===== config.mk =====
export PLATFORM = sky130hd
export DESIGN_NAME = led_mode_uart_tx
export DESIGN_NICKNAME = d
export VERILOG_FILES = /design/src/rtl/led_mode_uart_pkg.sv /design/src/rtl/led_mode_uart_tx_byte.sv /design/src/rtl/led_mode_uart_tx.sv
export SDC_FILE = /design/constraint.sdc
export NUM_CORES = 1
export LEC_CHECK = 0
export CAP_MARGIN = 20
export CORE_MARGIN = 2
export CORE_UTILIZATION = 31
export CTS_BUF_LIST = sky130_fd_sc_hd__clkbuf_16
export DETAILED_ROUTE_END_ITERATION = 10
export PLACE_DENSITY = 0.47
export SYNTH_ARGS = -nofsm -noshare
export SYNTH_HDL_FRONTEND = slang
export SYNTH_SLANG_ARGS = --single-unit

===== constraint.sdc =====
create_clock -name I_clk -period 2.62 [get_ports I_clk]
set_input_delay 0.393 -clock I_clk [delete_from_list [all_inputs] [get_ports I_clk]]
set_output_delay 0.393 -clock I_clk [all_outputs]
set_load 0.02 [all_outputs]

===== src/rtl/led_mode_uart_pkg.sv =====
// Constants shared by the LED-mode UART transmit and receive paths: code-byte map, frame trailer,
// baud divider, and the state/struct types used by the transmitter.
package led_mode_uart_pkg;

  localparam logic [7:0] FRAME_TRAILER    = 8'hCC;
  localparam logic [7:0] CODE_BASE_DIG    = 8'h30;
  localparam logic [7:0] CODE_BASE_TEN    = 8'h40;
  localparam logic [7:0] CODE_BASE_TWENTY = 8'h20;
  localparam logic [4:0] MODE_LIM_DIG     = 5'd9;
  localparam logic [4:0] MODE_LIM_TEN     = 5'd19;
  localparam logic [4:0] MODE_LIM_TWENTY  = 5'd24;
  localparam int         FRAME_BYTES      = 3;

  typedef enum logic [1:0] {BIT_IDLE, BIT_START, BIT_DATA, BIT_STOP} bit_state_t;
  typedef enum logic [1:0] {FR_IDLE, FR_SEND, FR_DONE} frame_state_t;

  typedef struct packed {
    logic       vld;
    logic [7:0] code;
  } mode_code_t;

  function automatic int calc_bps_cnt(input int clk_freq, input int uart_bps);
    return clk_freq / uart_bps;
  endfunction

  function automatic mode_code_t encode_mode(input logic [4:0] mode);
    mode_code_t r;
    r.vld  = 1'b1;
    r.code = 8'h00;
    if (mode <= MODE_LIM_DIG)
      r.code = CODE_BASE_DIG + {3'b000, mode};
    else if (mode <= MODE_LIM_TEN)
      r.code = CODE_BASE_TEN + {3'b000, mode - (MODE_LIM_DIG + 5'd1)};
    else if (mode <= MODE_LIM_TWENTY)
      r.code = CODE_BASE_TWENTY + {3'b000, mode - (MODE_LIM_TEN + 5'd1)};
    else
      r.vld = 1'b0;
    return r;
  endfunction

endpackage


===== src/rtl/led_mode_uart_tx_byte.sv =====
// 8N1 byte serialiser: start bit on the line the cycle after i_start&&o_rdy, BPS_CNT cycles per bit.
// o_rdy is high in idle and in the last stop-bit cycle, so back-to-back bytes have no gap.
module uart_byte_tx
  import led_mode_uart_pkg::*;
#(
  parameter int BPS_CNT = 5208
) (
  input  logic       i_clk,
  input  logic       i_rst_n,
  input  logic       i_start,
  input  logic [7:0] i_data,
  output logic       o_rdy,
  output logic       o_txd
);

  localparam int            CW        = (BPS_CNT > 1) ? $clog2(BPS_CNT) : 1;
  localparam logic [CW-1:0] BAUD_LAST = CW'(BPS_CNT - 1);

  bit_state_t    r_state, w_state_nxt;
  logic [CW-1:0] r_baud;
  logic [2:0]    r_bit;
  logic [7:0]    r_shift;
  logic          w_bit_end;

  assign w_bit_end = (r_state != BIT_IDLE) && (r_baud == BAUD_LAST);

  always_ff @(posedge i_clk or negedge i_rst_n) begin
    if (!i_rst_n) r_state <= BIT_IDLE;
    else          r_state <= w_state_nxt;
  end

  always_comb begin
    w_state_nxt = r_state;
    case (r_state)
      BIT_IDLE:  if (i_start) w_state_nxt = BIT_START;
      BIT_START: if (w_bit_end) w_state_nxt = BIT_DATA;
      BIT_DATA:  if (w_bit_end && r_bit == 3'd7) w_state_nxt = BIT_STOP;
      BIT_STOP:  if (w_bit_end) w_state_nxt = i_start ? BIT_START : BIT_IDLE;
      default:   w_state_nxt = BIT_IDLE;
    endcase
  end

  always_comb begin
    o_rdy = 1'b0;
    o_txd = 1'b1;
    case (r_state)
      BIT_IDLE:  o_rdy = 1'b1;
      BIT_START: o_txd = 1'b0;
      BIT_DATA:  o_txd = r_shift[r_bit];
      BIT_STOP:  o_rdy = w_bit_end;
      default:   o_txd = 1'b1;
    endcase
  end

  // Baud counter wraps at every bit boundary; bit counter wraps 7->0 leaving DATA.
  always_ff @(posedge i_clk or negedge i_rst_n) begin
    if (!i_rst_n) begin
      r_baud  <= '0;
      r_bit   <= 3'd0;
      r_shift <= 8'h00;
    end else begin
      if (r_state == BIT_IDLE || w_bit_end) r_baud <= '0;
      else                                  r_baud <= r_baud + 1'b1;
      if (r_state == BIT_DATA && w_bit_end) r_bit <= r_bit + 3'd1;
      if (i_start && o_rdy)                 r_shift <= i_data;
    end
  end

endmodule


===== src/rtl/led_mode_uart_tx.sv =====
// LED-mode reporter: encodes mode 0-24 into {code,0xCC,0xCC} and sends it 8N1; line goes low the cycle
// after an accepted request. Requests while busy land in a one-deep, overwrite-latest pending slot.
module led_mode_uart_tx
  import led_mode_uart_pkg::*;
#(
  parameter int CLK_FREQ = 50000000,
  parameter int UART_BPS = 9600
) (
  input  logic       I_clk,
  input  logic       I_rst_n,
  input  logic [4:0] mode_in,
  input  logic       mode_vld,
  output logic       uart_txd,
  output logic       busy,
  output logic       frame_done,
  output logic       mode_err
);

  localparam int         BPS_CNT  = calc_bps_cnt(CLK_FREQ, UART_BPS);
  localparam logic [1:0] LAST_IDX = 2'(FRAME_BYTES - 1);

  frame_state_t r_state, w_state_nxt;
  logic [1:0]   r_idx;
  logic         r_pend_vld;
  logic [7:0]   r_pend_code;
  logic         r_mode_err;
  mode_code_t   w_enc;
  logic         w_req_ok, w_req_bad, w_tx_start, w_tx_rdy, w_last_byte, w_done_go;
  logic [7:0]   w_tx_data, w_done_code;

  assign w_enc       = encode_mode(mode_in);
  assign w_req_ok    = mode_vld & w_enc.vld;
  assign w_req_bad   = mode_vld & ~w_enc.vld;
  assign w_last_byte = (r_state == FR_SEND) && w_tx_rdy && (r_idx == LAST_IDX);
  // A request arriving in DONE is newer than the slot, so it wins.
  assign w_done_go   = w_req_ok | r_pend_vld;
  assign w_done_code = w_req_ok ? w_enc.code : r_pend_code;
  assign mode_err    = r_mode_err;

  always_ff @(posedge I_clk or negedge I_rst_n) begin
    if (!I_rst_n) r_state <= FR_IDLE;
    else          r_state <= w_state_nxt;
  end

  always_comb begin
    w_state_nxt = r_state;
    case (r_state)
      FR_IDLE: if (w_req_ok) w_state_nxt = FR_SEND;
      FR_SEND: if (w_last_byte) w_state_nxt = FR_DONE;
      FR_DONE: w_state_nxt = w_done_go ? FR_SEND : FR_IDLE;
      default: w_state_nxt = FR_IDLE;
    endcase
  end

  always_comb begin
    w_tx_start = 1'b0;
    w_tx_data  = FRAME_TRAILER;
    busy       = 1'b0;
    frame_done = 1'b0;
    case (r_state)
      FR_IDLE: begin
        w_tx_start = w_req_ok;
        w_tx_data  = w_enc.code;
      end
      FR_SEND: begin
        w_tx_start = w_tx_rdy && (r_idx != LAST_IDX);
        busy       = 1'b1;
      end
      FR_DONE: begin
        w_tx_start = w_done_go;
        w_tx_data  = w_done_code;
        busy       = r_pend_vld;
        frame_done = 1'b1;
      end
      default: w_tx_start = 1'b0;
    endcase
  end

  always_ff @(posedge I_clk or negedge I_rst_n) begin
    if (!I_rst_n) begin
      r_idx       <= 2'd0;
      r_pend_vld  <= 1'b0;
      r_pend_code <= 8'h00;
      r_mode_err  <= 1'b0;
    end else begin
      r_mode_err <= w_req_bad;
      if (r_state != FR_SEND)           r_idx <= 2'd0;
      else if (w_tx_rdy)                r_idx <= (r_idx == LAST_IDX) ? 2'd0 : r_idx + 2'd1;
      if (r_state == FR_DONE)           r_pend_vld <= 1'b0;
      else if (r_state == FR_SEND && w_req_ok) begin
        r_pend_vld  <= 1'b1;
        r_pend_code <= w_enc.code;
      end
    end
  end

  uart_byte_tx #(
    .BPS_CNT (BPS_CNT)
  ) u_byte_tx (
    .i_clk   (I_clk),
    .i_rst_n (I_rst_n),
    .i_start (w_tx_start),
    .i_data  (w_tx_data),
    .o_rdy   (w_tx_rdy),
    .o_txd   (uart_txd)
  );

endmodule

* Word-level counts from Yosys, hierarchy flattened
Cells that the tools add are included.
** Cells by class
- $add $sub $neg :: 8
- $mul :: 0
- Div/mod/pow operators :: 0
- Order comparisons :: 4
- Eq/ne operators :: 16
- Shift operators :: 0
- Mux-type cells :: 31
- Bitwise operators :: 5
- Reduce and logical (&&, ||, !) cells :: 17
** Operators by type and width (count)
- 2-to-1 mux 8 bit :: 3
- 2-to-1 mux 2 bit :: 9
- one-hot mux 8 bit (2 select lines) :: 1
- adder 6 x 5 -> 7 bit, first input constant :: 2
- adder 13 x 1 -> 13 bit, second input constant :: 1
- == test 13 bit, second input constant :: 1
- 2-to-1 mux 13 bit :: 1
- less-or-equal comparator 5 bit, second input constant :: 2
- inequality test 2 x 1 -> 1 bit, second input constant :: 5
- 2-to-1 mux 1 bit :: 9
- adder 7 x 5 -> 8 bit, first input constant :: 1
- == test 2 bit, second input constant :: 4
- logical AND 1 bit :: 8
- one-hot mux 2 bit (4 select lines) :: 1
- 2-to-1 mux 7 bit :: 1
- inequality test 2 bit, second input constant :: 3
- one-hot mux 1 bit (2 select lines) :: 3
- one-hot mux 2 bit (3 select lines) :: 1
- nonzero test 2 bit :: 3
- less-or-equal comparator 5 x 4 -> 1 bit, second input constant :: 1
- subtractor 5 x 4 -> 5 bit, second input constant :: 1
- subtractor 5 bit, second input constant :: 1
- == test 2 x 1 -> 1 bit, second input constant :: 2
- zero test 2 bit :: 2
- other kinds (12) :: 15
** Storage, ports and cells
- Bits in registers :: 40
- Latch bits :: 0
- RAM bits :: 0
- Bits in read-only memories :: 0
- Input port bits :: 8
- Output and inout bits :: 4
- Word-level logic and storage cells :: 90
- Memories :: 0

* Longest topological paths before layout
Gate-level depths: netlist (run 1).
- Depth in word-level cells :: 10
- Depth in mapped cells :: 9
- Mapped depth without buffers :: 7

* By module
From an unflattened synthesis (run 1), not the netlist that was laid out.
** Unflattened totals
- Cell total of the unflattened synthesis :: 257
- Area total of the unflattened synthesis :: 2529.9 µm²
** By module, submodules not included
- uart_byte_tx :: times used 1, cells each 119, area each 1380.1 µm², seq. area each 650.6 µm²
- led_mode_uart_tx :: times used 1, cells each 138, area each 1149.9 µm², seq. area each 325.3 µm²

* Least setup slack after synthesis (run 1)
OpenSTA, ideal clock, no wires.
- Kind :: register -> output
- Start :: reg r_state[0]
- End :: out busy
- Arrival :: 1.885 ns
- Required time :: 2.227 ns
- Setup slack :: 0.342 ns
- Cell stages (with the launch flop) :: 7
- Buffers on the path :: 2
- Cells stage by stage :: dfrtp_1 -> inv_1 -> ha_1 -> clkbuf_1 -> clkbuf_1 -> nand2_1 -> a21boi_0
** On the way
- Word-level cells in the longest chain between the ends :: 2
- Elaborated cells between the ends (all ways) :: 3
- Those cells by class :: eq/ne (2); mux (1)
** Ends and longest elaborated chain
- start, declared :: RTL line led_mode_uart_tx.sv:22 : frame_state_t r_state, w_state_nxt;
- start signal, assigned :: RTL line led_mode_uart_tx.sv:42 : else r_state <= w_state_nxt;
- == test 2 bit or == test 2 x 1 -> 1 bit (tied branches) :: RTL line led_mode_uart_tx.sv:60 : case (r_state)
- one-hot mux 1 bit (2 select lines) (*) :: RTL line led_mode_uart_tx.sv:60
- end, declared :: RTL line led_mode_uart_tx.sv:14 : output logic busy,
Every way passes the cells marked *; elsewhere a longest branch is shown, timed or not.

* Final worst setup path (run 1)
- Start :: reg u_byte_tx.r_bit[0]
- End :: out uart_txd
** On the way
- Word-level cells in the longest chain between the ends :: 3
** Ends and longest elaborated chain
- start, declared :: RTL line led_mode_uart_tx_byte.sv:21 : logic [2:0] r_bit;
- start signal, assigned :: RTL line led_mode_uart_tx_byte.sv:64 : if (r_state == BIT_DATA && w_bit_end) r_bit <= r_bit + 3'd1;
- binary-select mux 1 bit (select 3 bit) :: RTL line led_mode_uart_tx_byte.sv:49 : BIT_DATA: o_txd = r_shift[r_bit];
- 2-to-1 mux 1 bit (implied by the code) :: RTL line led_mode_uart_tx_byte.sv:49
- one-hot mux 1 bit (2 select lines) :: RTL line led_mode_uart_tx_byte.sv:46 : case (r_state)
- end, declared :: RTL line led_mode_uart_tx.sv:13 : output logic uart_txd,
No other way between the ends. The select of a mux whose other input is x is not followed.

==> results.cfg, run 1 <==
[clocking]
cts.clk_slew.worst_paths_ps = 60
root_buffer = clkbuf_16
h-tree-depth = 2
cts_tree = built
post_cts_resize_count = 0
clockBufferDepth = 2
cts_sinks = 39
postCtsSetupBuffers = 0
cts_hold_buf = 0
numCtsBuffers = 5
worstSkewPairLatency_ps = 280

[timing]
clock-skew-final_ps = 6.199
period_share = 0.9377
drv_slew = 0
fmax_mhz = 407.0
relSlewSlack = 0.3919
finalSetupViolations = 0
worst_slew_pin_slew_ps = 912.2
min_period_ps = 2457
hold_viol = 0
rsz0062_at_grt = no
whs_ps = 245.2

[final_layout]
final_layout_size_suffix_gt1_frac = 0.2203
final_util = 0.3841
layout_common_cells = dfrtp_1, nor2_1, buf_4, ha_1, inv_1
antenna_cells = 0
fin_nets = 313
synthToLayoutAreaGrowth_pct = 20.56
finish.instance_area_um2 = 3141
nFillCells = 816
final_common_cell = dfrtp_1

[logic_synthesis]
ys_ff_latch = 39
syn-num-nets = 281
synth-async-reset-ratio = 1.000
synthMuxAreaShare = 0.07829
seq_area_frac_synth = 0.3746
syn_area_um2 = 2605
synthAdderAreaFrac = 0.09126
ys_warn_count = 0
synth-edff-count = 0
synthFlopType = dfrtp_1
synth_cell_type_count = 64
synthSimpleGateAreaFrac = 0.1945
synth_top_family_by_area = simple AND/OR/NAND/NOR gates
synth_compound_gate_area_share = 0.1787
avgSynthCellArea_um2 = 10.26
synth_xor_area_frac = 0.04371
netlist_instances = 254

[detailed_routing]
drc = 0
drtPass1Iterations = 4
finalWirelength_um = 5736
num_vias = 1992
antenna_left = 0
dr.max_layer_used = met4
wl_met2_um = 2579
drtIter0Drc = 92
viasPerCell = 5.095
wire_per_inst_um = 14.67
wl_met1_um = 2983
wl_met3_um = 124

[place]
hpwl_um = 4330
port_buffers = 11
placed_area_um2 = 2982
gp_congestion = 0.7988

[setup_path]
crit_type = reg -> out
crit_required_ps = 2230
critPathLaunchType = register
crit_arrival_ps = 2060
setup.worst_path.end_class = primary output
worst-path-max-fanout = 4

[floorplan]
row_count = 33
die_y_um = 95.67
start_util = 0.3186
ios = 12
coreArea_um2 = 8175
die_area_um2 = 9153
die_w_um = 95.67

[outcome]
status = finished clean

[pwr]
intPower_mw = 1.123
seqPwrFrac = 0.438
pwr-share-comb = 0.098
swShare = 0.2176
powerDensity_nw_per_um2 = 457.0
leakage_nw = 1.383
p_sw_uw = 312.3
ir_worst_vdd_mv = 0.3035
clockPowerShare = 0.464
p_total_mw = 1.435

[global_routing]
grt.total_usage = 0.1386
antenna_found_initial = 0
overflow = 0
grt_max_degree = 40
grt_pass1_vias = 1944
grt_pass1_wl_um = 9922

[job]
maxCapViolations = 0

[worst_hold_path]
holdCritPathClass = in -> async
[routing by layer]
layer,GRT usage,vias up
met4,0.02857,0
met3,0.02846,5
met5,0,-
met1,0.2022,968
li1,-,995
met2,0.2115,24
[metrics by stage]
stage / setup TNS, ps / setup slack [ps] / std cells
floorplan: 0 / 342.0 / 254
CTS: 0 / 129.2 / 391
finish: 0 / 163.2 / 391
global route: 0 / 49.36 / 391
global placement: 0 / 12.23 / 384
detailed placement: -35.81 / -35.81 / 384
[registers in the layout, indices dropped and copies added (netlist names)]
signal	cells
u_byte_tx.r_shift	8
mode_err	1
r_pend_vld	1
r_idx	2
u_byte_tx.r_baud	13
u_byte_tx.r_state	2
r_pend_code	7
r_state	2
u_byte_tx.r_bit	3
[critical path: stages (launching register included)]
cell	delay, ps
dfrtp_1	450
mux4_2	540
mux2i_1	170
mux2i_1	90
clkdlybuf4s50_1	540
[layout make-up]
cell class,instances,area (µm²),share of cell area
clock inverters,2,33.78,0.01076
repair buffers,34,290.3,0.09243
multi-input cells,191,1528,0.4865
clock buffers,5,125.1,0.03984
inverters,15,56.30,0.01793
well taps,105,131.4,0.04183
flip-flops and latches,39,975.9,0.3108
[power by group through the flow]
stage                     sequential (mW)  clock [mW]  combinational (mW)
after floorplan                     0.637           0              0.0728
after global placement              0.640           0               0.142
after detailed placement            0.640           0               0.140
after CTS                           0.628       0.684               0.141
after global routing                0.630       0.718               0.154
final                               0.629       0.666               0.140
[synth_stat cells (2+ instances only)]
library cell   n  area (µm²)
a21oi_1       14       70.07
nand4_1        2       12.51
o21a_1         2       15.01
nand2_1       11       41.29
a31oi_1        5       31.28
ha_1          19       237.7
inv_1         15       56.30
a22oi_1        2       15.01
and3_1         4       25.02
nand3_1        7       35.03
a311oi_1       2       17.52
mux2_2         7       78.83
xor2_1         7       61.31
mux2_4         4       60.06
nor4_1         2       12.51
nor2_1        22       82.58
a31oi_2        2       25.02
nand3b_1       2       15.01
nor3_1         6       30.03
dfrtp_1       39       975.9
a21o_1         4       30.03
xnor2_1        6       52.55
or2_2          2       12.51
o211ai_1       3       22.52
and2_1         3       18.77
clkbuf_1       5       18.77
buf_2          3       15.01
a311o_1        2       20.02
mux2i_1        2       20.02
nor4b_4        2       47.55
mux4_2         2       45.04
and3_2         2       15.01
o21ai_0        6       30.03
o22ai_1        2       12.51
o31ai_1        4       30.03
nand2b_1       4       25.02
[worst paths after layout]
path                                startpoint              endpoint  slack [ps]  cells past startpoint
max                         u_byte_tx.r_bit[0]              uart_txd         160                      4
max reg2reg                u_byte_tx.r_baud[5]  u_byte_tx.r_shift[7]         390                      6
min                                    I_rst_n              r_idx[0]         250                      1
min in group I_clk              r_pend_code[3]        r_pend_code[3]         480                      2
min reg2reg                     r_pend_code[3]        r_pend_code[3]         480                      2
max in group asynchronous              I_rst_n   u_byte_tx.r_baud[5]        1790                      1
[logic make-up after synthesis]
group                      after synthesis
xor gates and xnor gates                13
adders and majority gates               19
muxes                                   15
and+or+nand+nor                         81
AOI/OAI and AO/OA                       63
buffers and inverters                   24
DFF                                     39
(Power assumes the default switching activity.)
==> run 2: changes to the inputs <==
Settings changed: CORE_UTILIZATION 31 to 50, PLACE_DENSITY 0.47 to 0.68.
==> run 2 against run 1 <==
  * Die area decreased by 37%
  * Cell count decreased by 9.5%
  * Flip-flop and latch count unchanged
  * Non-clock buffer count decreased by 3
  * Count of clock-buffer cells in the layout unchanged
  * Wire length decreased by 7.1%
  * Clock skew decreased by 0.85 ps
  * Critical path type unchanged
==> results.cfg, run 2 (synthesis results as in run 1) <==
[detailed_routing]
finalWirelength_um = 5328
wl_met3_um = 156
antenna_left = 0
wire_per_inst_um = 15.05
num_vias = 1997
wl_met2_um = 2416
dr.max_layer_used = met4
wl_met1_um = 2697
drtPass1Iterations = 4
drc = 0
drtIter0Drc = 100
viasPerCell = 5.641

[timing]
relSlewSlack = 0.4219
clock-skew-final_ps = 5.348
fmax_mhz = 407.5
drv_slew = 0
tns_ps = 0
setup_ws_ps = 166.2
period_share = 0.9366
min_period_ps = 2454
hold_viol = 0
finalSetupViolations = 0
whs_ps = 234.1
worst_slew_pin_slew_ps = 867.1
rsz0062_at_grt = no

[final_layout]
largestRegisters = u_byte_tx.r_baud x13, u_byte_tx.r_shift x8, r_pend_code x7
antenna_cells = 0
final_util = 0.6043
final_layout_size_suffix_gt1_frac = 0.2148
fin_nets = 310
layout_common_cells = dfrtp_1, nor2_1, buf_4, ha_1, inv_1
stdcell_count = 354
largest_reg_flops = 13
final_common_cell = dfrtp_1
seq_area_um2 = 975.9
multi_input_area_um2 = 1528
nFillCells = 443
top_register = u_byte_tx.r_baud
synthToLayoutAreaGrowth_pct = 17.72

[clocking]
root_buffer = clkbuf_16
post_cts_resize_count = 0
cts_sinks = 39
cts_hold_buf = 0
cts.clk_slew.worst_paths_ps = 60
cts_tree = built
worstSkewPairLatency_ps = 280
numCtsBuffers = 5
postCtsSetupBuffers = 0
clockBufferDepth = 2
h-tree-depth = 2

[global_routing]
antenna_found_initial = 0
grt.total_usage = 0.1966
grt_pass1_vias = 2008
grt_pass1_wl_um = 9363
overflow = 0
grt_max_degree = 40

[pwr]
ir_worst_vdd_mv = 0.3687
powerDensity_nw_per_um2 = 466.8
leakage_nw = 1.365

[floorplan]
row_count = 26
coreArea_um2 = 5075
die_area_um2 = 5803
start_util = 0.5133
ios = 12
die_y_um = 76.18
die_w_um = 76.18

[setup_path]
worst-path-max-fanout = 4
slowest_delay_ps = 540
crit_chain = mux4_2 > mux2i_1 > mux2i_1 > clkdlybuf4s50_1
cpMaxStageDelayCell = clkdlybuf4s50_1
rrSetupSlack_ps = 330
crit_path_frequent_cell = mux2i_1
crit_required_ps = 2230
critPathLaunchType = register
crit_type = reg -> out
setup.worst_path.end_class = primary output
crit_arrival_ps = 2060

[outcome]
status = finished clean

[job]
maxCapViolations = 0

[place]
gp_congestion = 0.8721
port_buffers = 11
hpwl_um = 4032
dpl_worst_slack_ps = -48.11
placed_cells = 346

[worst_hold_path]
holdCritPathClass = in -> async
-- run 2: final timing paths --
check	start	to	depth (start not counted)
worst max-delay path	u_byte_tx.r_bit[0]	uart_txd	4
worst min-delay path	I_rst_n	u_byte_tx.r_baud[12]	1
worst max register to register	u_byte_tx.r_baud[0]	u_byte_tx.r_shift[6]	6
worst min register to register	r_pend_code[3]	r_pend_code[3]	2
max in group asynchronous	I_rst_n	u_byte_tx.r_baud[5]	1
min in group I_clk	r_pend_code[3]	r_pend_code[3]	2
-- run 2: through the flow --
stage	total power, mW	area [µm²]
floorplan	0.7103	2605
global placement	0.7728	2903
detailed placement	0.7760	2903
CTS	1.446	3067
global route	1.486	3067
finish	1.432	3067
-- run 2: layer usage --
metal,up-vias,track usage
met2,29,0.3134
met4,0,0.05091
met5,-,0
met1,975,0.2831
met3,7,0.02844
li1,986,-
-- run 2: worst max-delay path, delay by kind of cell, from the launching register on --
kind / cells / cell delay [ps]
muxes: 3 / 810
buffers and inverters: 1 / 540
DFF: 1 / 440
-- run 2: power breakdown --
group | internal (mW) | switching, mW
registers | 0.620 | 0.00859
logic | 0.0610 | 0.0756
clock network | 0.443 | 0.223
-- run 2: final cells by class --
cell class	instances	area share
multi-input cells	191	0.4982
flip-flops and latches	39	0.3182
repair buffers	31	0.08323
clock buffers	5	0.04080
well taps	70	0.02856
inverters	15	0.01836
clock inverters	3	0.01265
==> run 3: changes to the inputs <==
Settings changed: CELL_PAD_IN_SITES_DETAIL_PLACEMENT from default to 0, CELL_PAD_IN_SITES_GLOBAL_PLACEMENT from default to 1, CORE_UTILIZATION 50 to 48, PLACE_DENSITY 0.68 to 0.8, SKIP_CTS_REPAIR_TIMING from default to 1.
==> run 3 against run 2 <==
  * Critical path depth unchanged
  * Critical endpoint unchanged
  * Worst setup slack got worse by 86 ps
  * Sequential share of layout area decreased by 0.052 points
  * First-iteration DRC count increased by 10%
  * Utilization decreased by 1.0 points
  * Non-clock buffer count increased by 2
==> results.cfg, run 3 (synthesis results as in run 1) <==
[global_routing]
top_usage_layer = met2
grt_max_degree = 40
met2_usage = 0.2940
grt.total_usage = 0.1926
antenna_found_initial = 0
grt_pass1_vias = 1920
grt_pass1_wl_um = 9239
overflow = 0
use_met3 = 0.02791
met1_usage = 0.2826

[final_layout]
synthToLayoutAreaGrowth_pct = 17.92
largestRegisters = u_byte_tx.r_baud x13, u_byte_tx.r_shift x8, r_pend_code x7
fin_nets = 312
nFillCells = 450
antenna_cells = 0
finish.instance_area_um2 = 3072
top_register = u_byte_tx.r_baud
largest_reg_flops = 13
final_layout_size_suffix_gt1_frac = 0.2203
final_util = 0.5939
layout_common_cells = dfrtp_1, nor2_1, buf_4, ha_1, inv_1
final_common_cell = dfrtp_1

[setup_path]
critPathLaunchType = register
worst-path-max-fanout = 4
crit_required_ps = 2230
crit_type = reg -> out
setup.worst_path.end_class = primary output
crit_arrival_ps = 2150

[timing]
rsz0062_at_grt = no
whs_ps = 240.2
period_share = 0.9695
fmax_mhz = 393.7
setup_ws_ps = 79.97
min_period_ps = 2540
finalSetupViolations = 0
hold_viol = 0
tns_ps = 0
relSlewSlack = 0.4035
clock-skew-final_ps = 9.556
drv_slew = 0
worst_slew_pin_slew_ps = 894.8

[clocking]
clockBufferDepth = 2
cts_tree = built
h-tree-depth = 2
root_buffer = clkbuf_16
worstSkewPairLatency_ps = 280
cts_sinks = 39
cts.clk_slew.worst_paths_ps = 60
numCtsBuffers = 5

[pwr]
powerDensity_nw_per_um2 = 437.5
leakage_nw = 1.367
ir_worst_vdd_mv = 0.2904

[detailed_routing]
viasPerCell = 5.565
num_vias = 1981
drtPass1Iterations = 4
antenna_left = 0
finalWirelength_um = 5449
wire_per_inst_um = 15.31
drtIter0Drc = 110
drc = 0

[floorplan]
die_area_um2 = 6033
row_count = 26
ios = 12
die_w_um = 77.67
coreArea_um2 = 5172
die_y_um = 77.67
start_util = 0.5036

[worst_hold_path]
holdCritPathClass = in -> async

[outcome]
status = finished clean

[place]
placed_area_um2 = 2930
hpwl_um = 4178
gp_congestion = 0.8777
port_buffers = 11
dpl_worst_slack_ps = -77.56

[job]
maxCapViolations = 0
==> run 3: cell count changes in the layout (fill, tap and decap cells not counted), sizes merged <==
cell | previous run | this run
clkinvlp | 0 | 1
clkinv | 2 | 1
bufinv | 1 | 0
buf | 21 | 23
inv | 15 | 16
==> run 3: worst paths after layout <==
kind	end	from	cells after the start	slack (ps)
worst max-delay path	uart_txd	u_byte_tx.r_bit[0]	4	80
worst min-delay path	r_pend_vld	I_rst_n	1	240
worst max register to register	u_byte_tx.r_shift[7]	u_byte_tx.r_baud[0]	7	350
worst min register to register	r_pend_code[3]	r_pend_code[3]	2	480
max in group asynchronous	r_pend_code[5]	I_rst_n	1	1820
min in group I_clk	r_pend_code[3]	r_pend_code[3]	2	480
==> run 3: metrics by stage <==
stage	total power [mW]	instances
2_1_floorplan	0.7103	254
3_3_place_gp	0.7747	348
3_5_place_dp	0.7748	348
4_1_cts	1.356	356
5_1_grt	1.394	356
6_report	1.344	356
==> run 3: final cells by class <==
class                      count  area (µm²)  area share
multi-input combinational    191        1528      0.4974
sequential                    39       975.9      0.3177
timing repair buffer          33       282.8     0.09206
clock buffer                   5       125.1     0.04073
tap                           70       87.58     0.02851
inverter                      15       56.30     0.01833
clock inverter                 3       16.27    0.005295
==> run 3: power breakdown <==
part / switching (mW) / internal, mW
clock: 0.232 / 0.347
sequential: 0.00798 / 0.620
combinational: 0.0753 / 0.0619
total: 0.315 / 1.03
==> run 3: critical path: stages (launching register included) <==
cell and delay, ps:
dfrtp_1 450, mux4_2 540, mux2i_1 220, mux2i_1 110, clkdlybuf4s50_1 550
==> run 3: layer usage <==
metal,vias up,part of all wire
li1,989,-
met5,-,0
met1,964,0.53
met3,5,0.028
met2,23,0.43
met4,0,0.0090
